--- src/rtl/gpr_wb_ctrl.sv ---
// gpr_wb_ctrl: GPR write-back arbiter with WAW busy scoreboard; bypass outputs under GPR_WB_CTRL_BYPASS_EN
module gpr_wb_ctrl #(
  parameter int ADDR_WIDTH = 4,
  parameter int DATA_WIDTH = 32
) (
  input  logic                  clk,
  input  logic                  rst,
  input  logic                  exu_valid,
  output logic                  exu_ready,
  input  logic [ADDR_WIDTH-1:0] exu_rd,
  input  logic [DATA_WIDTH-1:0] exu_data,
  input  logic                  lsu_valid,
  output logic                  lsu_ready,
  input  logic [ADDR_WIDTH-1:0] lsu_rd,
  input  logic [DATA_WIDTH-1:0] lsu_data,
  input  logic                  issue_valid,
  output logic                  issue_ready,
  input  logic [ADDR_WIDTH-1:0] issue_rd,
  input  logic [ADDR_WIDTH-1:0] rs1,
  input  logic [ADDR_WIDTH-1:0] rs2,
  output logic                  rs1_busy,
  output logic                  rs2_busy,
`ifdef GPR_WB_CTRL_BYPASS_EN
  output logic                  rs1_fwd,
  output logic                  rs2_fwd,
  output logic [DATA_WIDTH-1:0] rs1_fwd_data,
  output logic [DATA_WIDTH-1:0] rs2_fwd_data,
`endif
  output logic                  gpr_wen,
  output logic [ADDR_WIDTH-1:0] gpr_waddr,
  output logic [DATA_WIDTH-1:0] gpr_wdata
);
  localparam int N = 2**ADDR_WIDTH;
  logic [N-1:0]          busy_q, busy_d, clr, set;
  logic                  gpr_wen_q, gpr_wen_d, acc, fwd1, fwd2;
  logic [ADDR_WIDTH-1:0] gpr_waddr_q, gpr_waddr_d, wb_rd;
  logic [DATA_WIDTH-1:0] gpr_wdata_q, gpr_wdata_d, wb_data;
  always_comb begin
    lsu_ready   = 1'b1;
    exu_ready   = !lsu_valid;
    issue_ready = rst || issue_rd == '0 || !busy_q[issue_rd];
    // clear-then-set so a same-edge reservation of the written index survives
    clr         = gpr_wen_q ? N'(1) << gpr_waddr_q : '0;
    set         = (issue_valid && issue_ready && issue_rd != '0) ? N'(1) << issue_rd : '0;
    busy_d      = ((busy_q & ~clr) | set) & ~N'(1);
    acc         = lsu_valid || exu_valid;
    wb_rd       = lsu_valid ? lsu_rd : exu_rd;
    wb_data     = lsu_valid ? lsu_data : exu_data;
    gpr_wen_d   = acc && wb_rd != '0;
    gpr_waddr_d = acc ? wb_rd : gpr_waddr_q;
    gpr_wdata_d = acc ? wb_data : gpr_wdata_q;
    fwd1        = gpr_wen_q && gpr_waddr_q == rs1 && rs1 != '0;
    fwd2        = gpr_wen_q && gpr_waddr_q == rs2 && rs2 != '0;
  end
  always_ff @(posedge clk) begin
    if (rst) begin
      busy_q      <= '0;
      gpr_wen_q   <= 1'b0;
      gpr_waddr_q <= '0;
      gpr_wdata_q <= '0;
    end else begin
      busy_q      <= busy_d;
      gpr_wen_q   <= gpr_wen_d;
      gpr_waddr_q <= gpr_waddr_d;
      gpr_wdata_q <= gpr_wdata_d;
    end
  end
  assign gpr_wen   = gpr_wen_q;
  assign gpr_waddr = gpr_waddr_q;
  assign gpr_wdata = gpr_wdata_q;
`ifdef GPR_WB_CTRL_BYPASS_EN
  assign rs1_fwd      = fwd1;
  assign rs2_fwd      = fwd2;
  assign rs1_fwd_data = gpr_wdata_q;
  assign rs2_fwd_data = gpr_wdata_q;
  assign rs1_busy     = busy_q[rs1] && !fwd1;
  assign rs2_busy     = busy_q[rs2] && !fwd2;
`else
  assign rs1_busy     = busy_q[rs1] && !(fwd1 && 1'b0);
  assign rs2_busy     = busy_q[rs2] && !(fwd2 && 1'b0);
`endif
endmodule

--- config.mk ---
export PLATFORM = sky130hd
export DESIGN_NAME = gpr_wb_ctrl
export DESIGN_NICKNAME = d
export VERILOG_FILES = /design/src/rtl/gpr_wb_ctrl.sv
export SDC_FILE = /design/constraint.sdc
export NUM_CORES = 1
export LEC_CHECK = 0
export ABC_AREA = 1
export CAP_MARGIN = 5
export CORE_AREA = 2 2 85 87
export DETAILED_ROUTE_END_ITERATION = 10
export DIE_AREA = 0 0 87 89
export PLACE_DENSITY = 0.81
export REMOVE_ABC_BUFFERS = 1
export SYNTH_ARGS = -nofsm -noshare
export SYNTH_HDL_FRONTEND = slang
export SYNTH_SLANG_ARGS = --single-unit
--- constraint.sdc ---
create_clock -name clk -period 2.9 [get_ports clk]
set_clock_uncertainty 0.2 [all_clocks]
set_input_delay 0.29 -clock clk [delete_from_list [all_inputs] [get_ports clk]]
set_output_delay 0.29 -clock clk [all_outputs]
set_load 0.01 [all_outputs]
==> PnR_summary.wiki <==
{| class="wikitable"
! Metric !! Value
|-
| Run status || completed
|-
| Height of the chip || 89 µm
|-
| Top cell type by total area after synthesis || sky130_fd_sc_hd__dfxtp_1
|-
| Delay of the slowest cell on the worst path || 570 ps
|-
| Number of antenna violations at the first check in global routing || 0
|-
| Final max-slew violation count || 0
|-
| Sequential share of the synthesized area || 0.343
|-
| Initial DRT Pass Iterations || 7
|-
| Cells along the critical path || clkdlybuf4s50_1 -> inv_1 -> nand2_1 -> a21oi_1 -> a31oi_1 -> o21ai_0 -> inv_1 -> o21ai_0 -> clkdlybuf4s50_1
|-
| Kind of cell adding the most delay to the critical path || buffers and inverters
|-
| Most used DFF post-synth || sky130_fd_sc_hd__dfxtp_1
|-
| Number of different library cells in the post-synthesis netlist || 32
|-
| Layout cells sized above 1 || 0.0778
|-
| Ratio of final minimum period to clock period || 0.942
|-
| Async set-reset flop share out of synthesis || 0
|-
| Number of I/O port buffers || 129
|-
| Post-layout instance area || 0.00444 mm²
|-
| Placement Rows || 30
|-
| Number of sinks handled by clock tree synthesis || 52
|-
| Setup repair after global routing missed its margin || false
|-
| Post-DP HPWL || 7190 µm
|-
| Capturing element type of the critical path || primary output
|-
| Power density cells || 366 mW/mm²
|-
| Top library cells by usage in the layout, fill and taps aside || sky130_fd_sc_hd__nand2_1 (135), sky130_fd_sc_hd__clkdlybuf4s50_1 (129), sky130_fd_sc_hd__nand3_1 (85), sky130_fd_sc_hd__dfxtp_1 (52), sky130_fd_sc_hd__inv_1 (46)
|-
| Wire length of the first global-routing pass || 15500 µm
|-
| Worst hold margin || 349 ps
|-
| Peak supply drop || 0.276 mV
|-
| Fraction of synthesized cell area taken by the top area cell type || 0.343
|-
| Most frequent standard cell in the layout excluding fill and tap cells || sky130_fd_sc_hd__nand2_1
|-
| Final worst path period need || 2730 ps
|-
| CP max FO || 9
|-
| Max stage delay cell, worst path || sky130_fd_sc_hd__clkdlybuf4s50_1
|-
| Buffer cell driving the clock tree root || sky130_fd_sc_hd__clkbuf_8
|-
| Worst min-delay path class || reg -> reg
|-
| Share of the core filled with cells in the final layout || 0.661
|-
| H-Tree Depth || 2
|-
| Number of gates resized after CTS || 0
|-
| Overall power after layout || 1.63 mW
|-
| Number of nets in the final layout || 680
|-
| Post-CTS setup repair buffer count || 0
|-
| Worst Path Class, Setup || in -> out
|-
| Setup violations, final || 0
|-
| Maximum achievable frequency || 366 MHz
|-
| Clock slew at the register clock pins of the worst setup and hold paths || 90 ps
|-
| Count of flip-flops with a built-in enable after synthesis || 0
|-
| Vias || 3596
|-
| Combined area of all synthesized cells || 0.00303 mm²
|-
| Mapped Cells || 471
|-
| CTS tree || done
|-
| Post-DR wirelength/cell || 14.4 µm
|-
| Largest cells by area after synthesis || sky130_fd_sc_hd__dfxtp_1 (34%), sky130_fd_sc_hd__nand2_1 (17%), sky130_fd_sc_hd__nand3_1 (14%)
|-
| Width of the die || 87 µm
|-
| Core footprint || 0.00672 mm²
|-
| Final Routed Wirelength || 9640 µm
|-
| Count of maximum capacitance violations || 0
|-
| Ports placed on the boundary || 131
|-
| Final Hold Fails || 0
|-
| Cell Area, Placed || 0.00437 mm²
|-
| Setup total negative slack || 0 ps
|-
| Final antenna-violating net count || 0
|-
| Count of state elements after synthesis || 52
|-
| Number of warning messages in the yosys log || 0
|-
| Crit path DAT || 2240 ps
|-
| Residual overflow from global routing || 0
|-
| Crit path buf inv count || 4
|-
| FILL cells || 602
|-
| Static Leakage || 1.94 nW
|-
| Required arrival time at the worst endpoint || 2410 ps
|-
| Area overhead of the layout relative to synthesis || 46.6%
|-
| Maximum number of pins on one net before global-route repair || 38
|-
| TritonCTS buffer count || 5
|-
| Kind of launch point of the worst setup path || input pin
|-
| Global-route total usage across every layer || 0.252
|-
| Detailed-route DRC error count || 0
|-
| Die footprint || 0.00774 mm²
|-
| Starting density of the core || 0.451
|-
| Routed via count divided by cell count || 5.36
|-
| Post-CTS Hold Fix Bufs || 0
|-
| Clock Tree Buf Depth || 2
|-
| Violation count after the first detailed-route iteration || 182
|-
| Mean Syn Cell Area || 6.44 µm²
|-
| Clock latency of the later-clocked register in the worst-skew pair || 300 ps
|-
| Number of global-route vias before repair || 3317
|-
| ANT cells || 0
|-
| Last weighted congestion value of the routability-driven placer || 0.908
|}
[logic make-up (layout without fill, tap and decap cells)]
logic type      after synthesis  after routing  share of synthesized area
buf+inv                      80            200                      0.115
compound gates               68             68                      0.133
flops                        52             52                      0.343
simple gates                270            270                      0.408
other cells                   1              1                    0.00124
[synthesized netlist by cell type (2+ instances only)]
cell	instances
sky130_fd_sc_hd__a31oi_1	4
sky130_fd_sc_hd__nand3_1	85
sky130_fd_sc_hd__nor3_1	15
sky130_fd_sc_hd__buf_1	2
sky130_fd_sc_hd__inv_2	2
sky130_fd_sc_hd__o211ai_1	2
sky130_fd_sc_hd__buf_2	8
sky130_fd_sc_hd__o21ai_0	36
sky130_fd_sc_hd__clkinv_1	3
sky130_fd_sc_hd__nor2_1	19
sky130_fd_sc_hd__a21oi_1	9
sky130_fd_sc_hd__o221ai_1	2
sky130_fd_sc_hd__nand2_1	135
sky130_fd_sc_hd__clkbuf_1	13
sky130_fd_sc_hd__nand3_2	10
sky130_fd_sc_hd__dfxtp_1	52
sky130_fd_sc_hd__inv_1	46
sky130_fd_sc_hd__buf_4	3
sky130_fd_sc_hd__a21oi_2	9
sky130_fd_sc_hd__o22ai_1	4
[per-layer routing]
metal  vias up  track usage  part of all wire
met5         -            0                 0
met4         0       0.0611             0.012
met3        11       0.0868              0.11
met2       153        0.418              0.49
met1      1651        0.317              0.39
li1       1781            -                 -
[cell type report]
type,count,area (µm²),share of cell area
clock inverter,1,5.00,0.00113
multi-input combinational,339,1650,0.370
timing repair buffer,141,1380,0.311
sequential,52,1040,0.234
inverter,52,198,0.0445
clock buffer,6,72.6,0.0163
tap,80,100,0.0225
[registers in the layout, indices dropped and copies added (netlist names)]
name / cells
gpr_waddr: 4
gpr_wdata: 32
busy_q: 15
gpr_wen: 1
[worst register-to-register path, stage by stage (launching register included)]
cell,delay [ps]
sky130_fd_sc_hd__dfxtp_1,450
sky130_fd_sc_hd__nand2_1,80
sky130_fd_sc_hd__nand2_1,80
sky130_fd_sc_hd__nand2_1,40
sky130_fd_sc_hd__nand3_1,90
sky130_fd_sc_hd__nand2_1,50
sky130_fd_sc_hd__nand2_1,90
sky130_fd_sc_hd__nand3_4,70
sky130_fd_sc_hd__buf_4,210
sky130_fd_sc_hd__nand3_1,100
sky130_fd_sc_hd__a21oi_1,70
[final timing paths]
kind / startpoint / end / slack (ps) / depth (start not counted)
min: gpr_wdata[11] / gpr_wdata[11] / 350 / 4
min reg2reg: gpr_wdata[11] / gpr_wdata[11] / 350 / 4
max reg2reg: busy_q[11] / busy_q[2] / 1250 / 10
max: rs2[0] / rs2_busy / 170 / 9
[per-stage QoR]
step,setup slack [ps],instances
2_1_floorplan,690,443
3_3_place_gp,241,664
3_5_place_dp,195,664
4_1_cts,189,671
5_1_grt,23.9,671
6_report,169,671
[report_power, final]
group          switching (mW)  internal, mW  leakage, nW
combinational           0.207         0.240         1.47
sequential             0.0308         0.753        0.428
clock                   0.232         0.165       0.0410
No activity file was read; power rests on OpenSTA's default activity.
